File: config.mk
export PLATFORM = sky130hd
export DESIGN_NAME = delay_arbiter
export DESIGN_NICKNAME = d
export VERILOG_FILES = /design/src/rtl/delay_arb_pkg.sv /design/src/rtl/rr_arbiter.sv /design/src/rtl/delay_arbiter.sv
export SDC_FILE = /design/constraint.sdc
export NUM_CORES = 1
export LEC_CHECK = 0
export ABC_AREA = 1
export BUFFER_PORTS_ARGS = -buffer_cell sky130_fd_sc_hd__buf_4
export CAP_MARGIN = 30
export CELL_PAD_IN_SITES_DETAIL_PLACEMENT = 0
export CELL_PAD_IN_SITES_GLOBAL_PLACEMENT = 2
export CORE_MARGIN = 2
export CORE_UTILIZATION = 27
export DETAILED_ROUTE_END_ITERATION = 7
export PLACE_DENSITY_LB_ADDON = 0.1
export SLEW_MARGIN = 30
export SYNTH_ARGS = -nofsm -noshare
export SYNTH_HDL_FRONTEND = slang
export SYNTH_SLANG_ARGS = --single-unit
File: constraint.sdc
create_clock -name clk_i -period 4.46 [get_ports clk_i]
set_input_delay 0.446 -clock clk_i [delete_from_list [all_inputs] [get_ports clk_i]]
set_output_delay 0.446 -clock clk_i [all_outputs]
set_load 0.01 [all_outputs]
File: src/rtl/delay_arb_pkg.sv
// Shared types and helpers for the shared delay pipeline arbiter.
package delay_arb_pkg;

  // Default configuration for the arbiter and its pipeline
  localparam int NUM_REQ_DEF = 4;
  localparam int DATA_W_DEF  = 8;
  localparam int DEPTH_DEF   = 2;

  // Width of a requester ID; never narrower than one bit
  function automatic int id_width(input int n);
    return (n < 2) ? 1 : $clog2(n);
  endfunction

  localparam int ID_W_DEF = id_width(NUM_REQ_DEF);

  // One pipeline stage for the default configuration
  typedef struct packed {
    logic                  valid;
    logic [ID_W_DEF-1:0]   id;
    logic [DATA_W_DEF-1:0] data;
  } stage_t;

endpackage

File: src/rtl/rr_arbiter.sv
// Combinational round-robin picker: searches ptr, ptr+1, ... wrapping mod NUM_REQ.
// The pointer register itself is owned by the caller.
module rr_arbiter #(
  parameter int NUM_REQ = 4,
  parameter int ID_W    = 2
) (
  input  logic [NUM_REQ-1:0] req,
  input  logic [ID_W-1:0]    ptr,
  input  logic               en,
  output logic [NUM_REQ-1:0] gnt,
  output logic [ID_W-1:0]    id,
  output logic               valid
);

  // Requester index examined at each search offset, and its request bit
  logic [ID_W-1:0]    cand_idx [NUM_REQ];
  logic [NUM_REQ-1:0] cand_req;

  generate
    for (genvar gi = 0; gi < NUM_REQ; gi++) begin : g_cand
      logic [ID_W:0] sum;
      // ptr + offset fits in ID_W+1 bits, so one conditional subtract wraps it
      assign sum          = {1'b0, ptr} + (ID_W+1)'(gi);
      assign cand_idx[gi] = (sum >= (ID_W+1)'(NUM_REQ)) ?
                            ID_W'(sum - (ID_W+1)'(NUM_REQ)) : ID_W'(sum);
      assign cand_req[gi] = req[cand_idx[gi]];
    end
  endgenerate

  // First requesting candidate in search order wins; nothing is granted when disabled
  always_comb begin
    valid = 1'b0;
    id    = '0;
    for (int i = 0; i < NUM_REQ; i++) begin
      if (!valid && cand_req[i]) begin
        valid = 1'b1;
        id    = cand_idx[i];
      end
    end
    if (!en) begin
      valid = 1'b0;
      id    = '0;
    end
  end

  generate
    for (genvar gi = 0; gi < NUM_REQ; gi++) begin : g_gnt
      assign gnt[gi] = valid && (id == ID_W'(gi));
    end
  endgenerate

endmodule

File: src/rtl/delay_arbiter.sv
// Shares one fixed-depth delay pipeline between NUM_REQ requesters. A round-robin
// winner enters the pipeline tagged with its ID and returns DEPTH cycles later on a
// common response bus with a one-hot valid steered back to the originator.
module delay_arbiter
  import delay_arb_pkg::*;
#(
  parameter int NUM_REQ = NUM_REQ_DEF,
  parameter int DATA_W  = DATA_W_DEF,
  parameter int DEPTH   = DEPTH_DEF,
  localparam int ID_W   = id_width(NUM_REQ)
) (
  input  logic                      clk_i,
  input  logic                      rst_ni,
  input  logic                      en_i,
  input  logic [NUM_REQ-1:0]        req_i,
  input  logic [NUM_REQ*DATA_W-1:0] data_i,
  output logic [NUM_REQ-1:0]        gnt_o,
  output logic [NUM_REQ-1:0]        rsp_valid_o,
  output logic [DATA_W-1:0]         rsp_data_o,
  output logic [ID_W-1:0]           rsp_id_o,
  output logic                      busy_o
);

  // Stage layout sized for this instance's parameters
  typedef struct packed {
    logic              valid;
    logic [ID_W-1:0]   id;
    logic [DATA_W-1:0] data;
  } pipe_stage_t;

  logic [ID_W-1:0]   ptr_reg;
  logic [ID_W-1:0]   ptr_next;
  pipe_stage_t       stage_reg [DEPTH];
  pipe_stage_t       stage0_next;
  pipe_stage_t       last_stage;
  logic [ID_W-1:0]   gnt_id;
  logic              gnt_valid;
  logic              arb_en;
  logic [DATA_W-1:0] lane_data [NUM_REQ];
  logic [DEPTH-1:0]  stage_valid;

  // Grants are suppressed while held in reset so every output reads 0
  assign arb_en = en_i & rst_ni;

  rr_arbiter #(
    .NUM_REQ (NUM_REQ),
    .ID_W    (ID_W)
  ) u_arb (
    .req   (req_i),
    .ptr   (ptr_reg),
    .en    (arb_en),
    .gnt   (gnt_o),
    .id    (gnt_id),
    .valid (gnt_valid)
  );

  generate
    for (genvar gi = 0; gi < NUM_REQ; gi++) begin : g_lane
      assign lane_data[gi] = data_i[gi*DATA_W +: DATA_W];
    end
  endgenerate

  // Entry for stage 0: the granted payload, or an all-zero bubble
  always_comb begin
    stage0_next = '0;
    if (gnt_valid) begin
      stage0_next.valid = 1'b1;
      stage0_next.id    = gnt_id;
      stage0_next.data  = lane_data[gnt_id];
    end
  end

  // Pointer moves to the requester after the winner; unchanged without a grant
  always_comb begin
    ptr_next = ptr_reg;
    if (gnt_valid) begin
      ptr_next = (gnt_id == ID_W'(NUM_REQ-1)) ? '0 : gnt_id + 1'b1;
    end
  end

  // Round-robin pointer register, frozen while the pipeline is held
  always_ff @(posedge clk_i or negedge rst_ni) begin
    if (!rst_ni) begin
      ptr_reg <= '0;
    end else if (en_i) begin
      ptr_reg <= ptr_next;
    end
  end

  // Delay pipeline: shifts one stage per enabled edge, holds otherwise
  always_ff @(posedge clk_i or negedge rst_ni) begin
    if (!rst_ni) begin
      for (int k = 0; k < DEPTH; k++) begin
        stage_reg[k] <= '0;
      end
    end else if (en_i) begin
      stage_reg[0] <= stage0_next;
      for (int k = 1; k < DEPTH; k++) begin
        stage_reg[k] <= stage_reg[k-1];
      end
    end
  end

  assign last_stage = stage_reg[DEPTH-1];

  generate
    for (genvar gi = 0; gi < NUM_REQ; gi++) begin : g_rsp
      // A waiting entry is only delivered on an enabled cycle, so it is seen once
      assign rsp_valid_o[gi] = last_stage.valid && en_i && (last_stage.id == ID_W'(gi));
    end
    for (genvar gi = 0; gi < DEPTH; gi++) begin : g_busy
      assign stage_valid[gi] = stage_reg[gi].valid;
    end
  endgenerate

  assign rsp_data_o = last_stage.valid ? last_stage.data : '0;
  assign rsp_id_o   = last_stage.valid ? last_stage.id   : '0;
  assign busy_o     = |stage_valid;

endmodule

Word level (Yosys, flattened, before mapping)

Cells that the tools add are included.

Register bits: 24
Bits in latches: 0
RAM bits: 0
Bits in read-only memories: 0
Bits of input ports: 39
Output and inout bits: 19
Word-level logic and storage cells: 80
Memories: 0

$add $sub $neg: 8
Multipliers: 0
Div/mod/pow operators: 0
Order comparisons: 9
Equal/unequal tests: 6
Shift-type cells: 0
Muxes and demuxes: 29
Bitwise gates (word level): 2
Reduce and logical (&&, ||, !) cells: 19

Operators with widths:

| kind                                                                                | count |
|---|---|
| 8-bit 2-to-1 mux                                                                    | 3 |
| 2-bit 2-to-1 mux                                                                    | 11 |
| 8-bit binary-select mux with 2-bit select                                           | 1 |
| 3-bit greater-or-equal comparator, second input constant                            | 4 |
| 1-bit logical AND                                                                   | 12 |
| 2-bit by 3-bit less-than comparator with 1-bit output, second input constant        | 4 |
| 11-bit 2-to-1 mux                                                                   | 1 |
| 1-bit 2-to-1 mux                                                                    | 9 |
| 1-bit binary-select mux with 2-bit select                                           | 4 |
| 2-bit equality test, second input constant                                          | 4 |
| 2-bit by 1-bit subtractor with 2-bit output, second input constant                  | 4 |
| 2-bit by 2-bit adder with 3-bit output, second input constant                       | 2 |
| 2-bit by 1-bit equality test with 1-bit output, second input constant               | 2 |
| 2-bit zero test                                                                     | 2 |
| 2-bit by 1-bit adder with 3-bit output, second input constant                       | 1 |
| 2-bit by 3-bit greater-or-equal comparator with 1-bit output, second input constant | 1 |
| 1-bit zero test                                                                     | 3 |
| 2-bit inverter with 3-bit output                                                    | 1 |
| 2-bit by 1-bit adder with 2-bit output, second input constant                       | 1 |
| 2-bit AND reduction                                                                 | 1 |
| 2-bit OR reduction                                                                  | 1 |
| 1-bit bitwise AND                                                                   | 1 |

Longest topological paths before layout

Word-level depth: 20
Depth in mapped cells: 16
Gate-level depth less buffers: 14

By module

From an unflattened synthesis, not the netlist that was laid out.

Cells, all modules: 266
Area, all modules: 1,667.8 sq um

By module, submodules not included:

| module        | instances | cells an instance | area an instance (sq um) | seq. area each (sq um) |
|---|---|---|---|---|
| delay_arbiter | 1         | 182               | 1,297.5                  | 600.6 |
| rr_arbiter    | 1         | 84                | 370.4                    | 0.0 |

Worst setup path before layout

OpenSTA, ideal clock, no wires.

Path kind: flip-flop to output port
Start point: register ptr_reg[0]
End point: output gnt_o[2]
Arrival: 1.726 ns
Required time: 4.014 ns
Slack: 2.288 ns
Stages on the path, launching flop included: 15
Buffers on the path: 2
Cell sequence: dfrtp_1 -> buf_6 -> inv_6 -> nand2_1 -> nand3_1 -> nand2_2 -> nor2_4 -> nand3_2 -> nand2_4 -> nor2_8 -> buf_6 -> inv_1 -> ha_1 -> inv_1 -> nor2_1

Word-level cells in the longest chain between the ends: 17
Elaborated cells on any way between the ends: 41
Those cells by class: add/sub: 7; order compare: 4; eq/ne: 1; mux: 22; reduce/logical: 7

Ends and longest elaborated chain:

| what                                                                            | RTL line            | RTL |
|---|---|---|
| start: declaration                                                              | delay_arbiter.sv:31 | `logic [ID_W-1:0] ptr_reg;` |
| start signal: assignment                                                        | delay_arbiter.sv:86 | `ptr_reg <= ptr_next;` |
| branches (longest 16 deep; another with 2-bit by 1-bit adder with 3-bit output) | n/a                 |  |
| 1-bit logical AND *                                                             | rr_arbiter.sv:48    | `assign gnt[gi] = valid && (id == ID_W'(gi));` |
| end: declaration                                                                | delay_arbiter.sv:17 | `output logic [NUM_REQ-1:0] gnt_o,` |

Every way passes the cells marked *. The select of a mux whose other input is x is not followed.

Worst setup path in the final report

Start point: register ptr_reg[0]
End point: output gnt_o[3]

The elaborated chain is that of the path after synthesis.

==> metrics.txt <==
# TYPE chip_impl_metric gauge
chip_impl_info{name="status",value="finished clean"} 1
chip_impl_metric{name="finalHoldViolCount",unit=""} 0
chip_impl_metric{name="synth_sequential_area_ratio",unit="%"} 36.0
chip_impl_metric{name="period_needed",unit="ps"} 3340
chip_impl_metric{name="power_density_over_the_cells",unit="nW/um^2"} 482
chip_impl_metric{name="pin_count_of_the_biggest_net_entering_global_routing",unit=""} 26
chip_impl_info{name="ctsRootBufferMaster",value="sky130_fd_sc_hd__clkbuf_8"} 1
chip_impl_metric{name="die-height",unit="um"} 82.7
chip_impl_metric{name="die_area",unit="um^2"} 6830
chip_impl_metric{name="htree_levels",unit=""} 1
chip_impl_metric{name="cts_hold_buf",unit=""} 0
chip_impl_metric{name="hpwlAfterDp",unit="mm"} 3.26
chip_impl_metric{name="cts_buffers",unit=""} 3
chip_impl_metric{name="worstPathRequired",unit="ps"} 4010
chip_impl_metric{name="layout-drive-gt1-share",unit="%"} 23.2
chip_impl_metric{name="slew_worst_pin",unit="ps"} 513
chip_impl_metric{name="design.final.nets",unit=""} 351
chip_impl_info{name="layout.cells.most_common",value="sky130_fd_sc_hd__nand2_1"} 1
chip_impl_metric{name="floorplan.io_pins",unit=""} 58
chip_impl_metric{name="initial_utilization",unit="%"} 28.0
chip_impl_metric{name="maxCapViolations",unit=""} 0
chip_impl_metric{name="yosysWarnings",unit=""} 0
chip_impl_info{name="worstSetupEndpointType",value="output port"} 1
chip_impl_metric{name="pleak",unit="uW"} 0.00124
chip_impl_metric{name="maxSlewViolCount",unit=""} 0
chip_impl_metric{name="final-setup-viol-count",unit=""} 0
chip_impl_metric{name="clock_insertion_delay_worst_skew",unit="ps"} 260
chip_impl_metric{name="gp_congestion",unit=""} 0.831
chip_impl_info{name="critical_path_type",value="flip-flop to output port"} 1
chip_impl_metric{name="postRouteWirelength",unit="mm"} 4.27
chip_impl_info{name="hp-class",value="input pin to asynchronous set/reset pin"} 1
chip_impl_metric{name="synth.cell_area",unit="um^2"} 1670
chip_impl_metric{name="combined_area_of_the_multi_input_logic_cells",unit="um^2"} 875
chip_impl_metric{name="wl_per_cell",unit="um"} 11.2
chip_impl_metric{name="finalClockSkew",unit="ps"} 3.49
chip_impl_metric{name="post_syn_nets",unit=""} 299
chip_impl_metric{name="clock_tree.buffer_depth",unit=""} 2
chip_impl_metric{name="ys_ff_latch",unit=""} 24
chip_impl_metric{name="post-route-util",unit="%"} 36.4
chip_impl_metric{name="fmax",unit="GHz"} 0.299
chip_impl_metric{name="timing.max_slew.rel_slack",unit="%"} 65.7
chip_impl_metric{name="drt_iter0_markers",unit=""} 72
chip_impl_metric{name="dpl-instance-area",unit="um^2"} 2130
chip_impl_metric{name="avgSynthCellArea",unit="um^2"} 6.52
chip_impl_metric{name="first_global_vias",unit=""} 1518
chip_impl_metric{name="via_count",unit=""} 1663
chip_impl_metric{name="crit_fanout",unit=""} 12
chip_impl_metric{name="placeableCoreArea",unit="um^2"} 5960
chip_impl_metric{name="drt.antenna.violating_nets",unit=""} 0
chip_impl_metric{name="ir_drop",unit="mV"} 0.310
chip_impl_metric{name="final_design_area_no_fill",unit="um^2"} 2170
chip_impl_info{name="synth_area_leaders",value="sky130_fd_sc_hd__dfrtp_1 36%, sky130_fd_sc_hd__nand2_1 25%, sky130_fd_sc_hd__nand3_1 9.9%"} 1
chip_impl_metric{name="route.detailed.drc",unit=""} 0
chip_impl_metric{name="synth.distinct_cells",unit=""} 21
chip_impl_info{name="cts_tree",value="done"} 1
chip_impl_metric{name="postCtsSetupBuffers",unit=""} 0
chip_impl_metric{name="cts.reportedPaths.clkPinSlew",unit="ps"} 80
chip_impl_metric{name="register_area",unit="um^2"} 601
chip_impl_metric{name="grtUsageTotal",unit="%"} 13.2
chip_impl_metric{name="clock_sink_count",unit=""} 24
chip_impl_metric{name="die_width",unit="um"} 82.7
chip_impl_metric{name="area.growth.synth_to_final",unit="%"} 29.7
chip_impl_metric{name="synth_top_cell_area_share",unit="%"} 36.0
chip_impl_metric{name="synth_cells",unit=""} 256
chip_impl_metric{name="arrival",unit="ps"} 2900
chip_impl_metric{name="setup_total_negative_slack",unit="ps"} 0
chip_impl_info{name="synth_top_cell_by_area",value="sky130_fd_sc_hd__dfrtp_1"} 1
chip_impl_metric{name="diodes",unit=""} 0
chip_impl_info{name="grt_setup_unrepaired",value="no"} 1
chip_impl_metric{name="grt_first_pass_wirelength",unit="mm"} 7.04
chip_impl_metric{name="detail_route.vias_per_cell",unit=""} 4.36
chip_impl_metric{name="core.rowCount",unit=""} 28
chip_impl_info{name="most_used_cells_in_the_layout_excluding_fill_and_tap_cells",value="111 x sky130_fd_sc_hd__nand2_1, 57 x sky130_fd_sc_hd__buf_4, 33 x sky130_fd_sc_hd__nand3_1"} 1
chip_impl_metric{name="nFillCells",unit=""} 672
chip_impl_metric{name="layout_worst_path_cycle_share",unit="%"} 74.9
chip_impl_metric{name="placement.io_buffers",unit=""} 57
chip_impl_metric{name="cts-resized-gates",unit=""} 0
chip_impl_metric{name="grt_antenna_before_repair",unit=""} 0
chip_impl_metric{name="drt_pre_antenna_iters",unit=""} 4
chip_impl_info{name="crit_path_start_kind",value="flip-flop"} 1
chip_impl_metric{name="grt_overflow_total",unit=""} 0
-- where the power goes --
part	internal (uW)	switching (uW)	total [uW]
Clock	60.2	63.7	124
Sequential	291	61.9	352
Combinational	201	368	569
Total	552	493	1050
-- Yosys cell counts --
library cell	count
sky130_fd_sc_hd__ha_1	4
sky130_fd_sc_hd__buf_6	3
sky130_fd_sc_hd__dfrtp_1	24
sky130_fd_sc_hd__nand3_1	33
sky130_fd_sc_hd__clkinv_1	2
sky130_fd_sc_hd__nand2_2	3
sky130_fd_sc_hd__nand3_2	1
sky130_fd_sc_hd__clkbuf_1	4
sky130_fd_sc_hd__nor2_1	6
sky130_fd_sc_hd__inv_6	1
sky130_fd_sc_hd__nand2_4	2
sky130_fd_sc_hd__inv_2	2
sky130_fd_sc_hd__buf_4	1
sky130_fd_sc_hd__nand2_1	111
sky130_fd_sc_hd__nor2_4	1
sky130_fd_sc_hd__nor3_1	4
sky130_fd_sc_hd__inv_1	28
sky130_fd_sc_hd__nor2_8	1
sky130_fd_sc_hd__a211oi_1	1
sky130_fd_sc_hd__o21ai_0	22
sky130_fd_sc_hd__buf_2	2
-- metrics by stage --
stage | worst slack [ps] | power [uW] | instances | hold WS [ps]
floorplan | 2290 | 797 | 256 | 150
global placement | 1460 | 949 | 378 | 374
detailed placement | 1370 | 937 | 378 | 373
CTS | 1050 | 1070 | 381 | 82.8
global route | 773 | 1170 | 381 | 89.3
finish | 1120 | 1050 | 381 | 74.0
-- layer usage --
layer / wire length (um) / track usage [%] / up-vias
met2: 2000 / 22.2 / 36
li1: - / - / 896
met5: 0 / 0 / -
met3: 147 / 0.652 / 2
met4: 23 / 3.93 / 0
met1: 2110 / 18.4 / 729
-- cells by family (layout without fill, tap and decap cells) --
logic type | after synthesis | after routing | synth area share [%]
buffers and inverters | 43 | 93 | 11.7
adders and majority gates | 4 | 4 | 3.00
AOI/OAI and AO/OA | 23 | 23 | 7.04
DFF | 24 | 24 | 36.0
and+or+nand+nor | 162 | 162 | 42.3
-- cell type report --
cell class,count,share of cell area [%]
Clock buffer,3,1.91
Timing Repair Buffer,57,19.7
Inverter,33,5.95
Tap cell,75,4.33
Sequential cell,24,27.7
Multi-Input combinational cell,189,40.4
-- critical path, stage by stage, from the launching register on --
cell and delay, ps:
sky130_fd_sc_hd__dfrtp_1 580, sky130_fd_sc_hd__inv_6 90, sky130_fd_sc_hd__nand2_1 90, sky130_fd_sc_hd__nand2_2 80, sky130_fd_sc_hd__nand2_1 90, sky130_fd_sc_hd__nand2_2 70
sky130_fd_sc_hd__nor2_4 110, sky130_fd_sc_hd__nand3_1 80, sky130_fd_sc_hd__nand3_1 410, sky130_fd_sc_hd__clkinv_1 440, sky130_fd_sc_hd__ha_1 330, sky130_fd_sc_hd__inv_1 50
sky130_fd_sc_hd__nor2_1 50, sky130_fd_sc_hd__buf_4 160
-- final timing paths --
check / slack [ps] / start / cells past startpoint / endpoint
min reg2reg: 480 / stage_reg[16] / 2 / last_stage[5]
min: 70 / rst_ni / 1 / last_stage[10]
max in group asynchronous: 4140 / rst_ni / 1 / stage_reg[18]
max reg2reg: 1690 / ptr_reg[0] / 13 / ptr_reg[0]
max: 1120 / ptr_reg[0] / 13 / gnt_o[3]
min in group clk_i: 480 / stage_reg[16] / 2 / last_stage[5]
No activity file was read; power rests on OpenSTA's default activity.
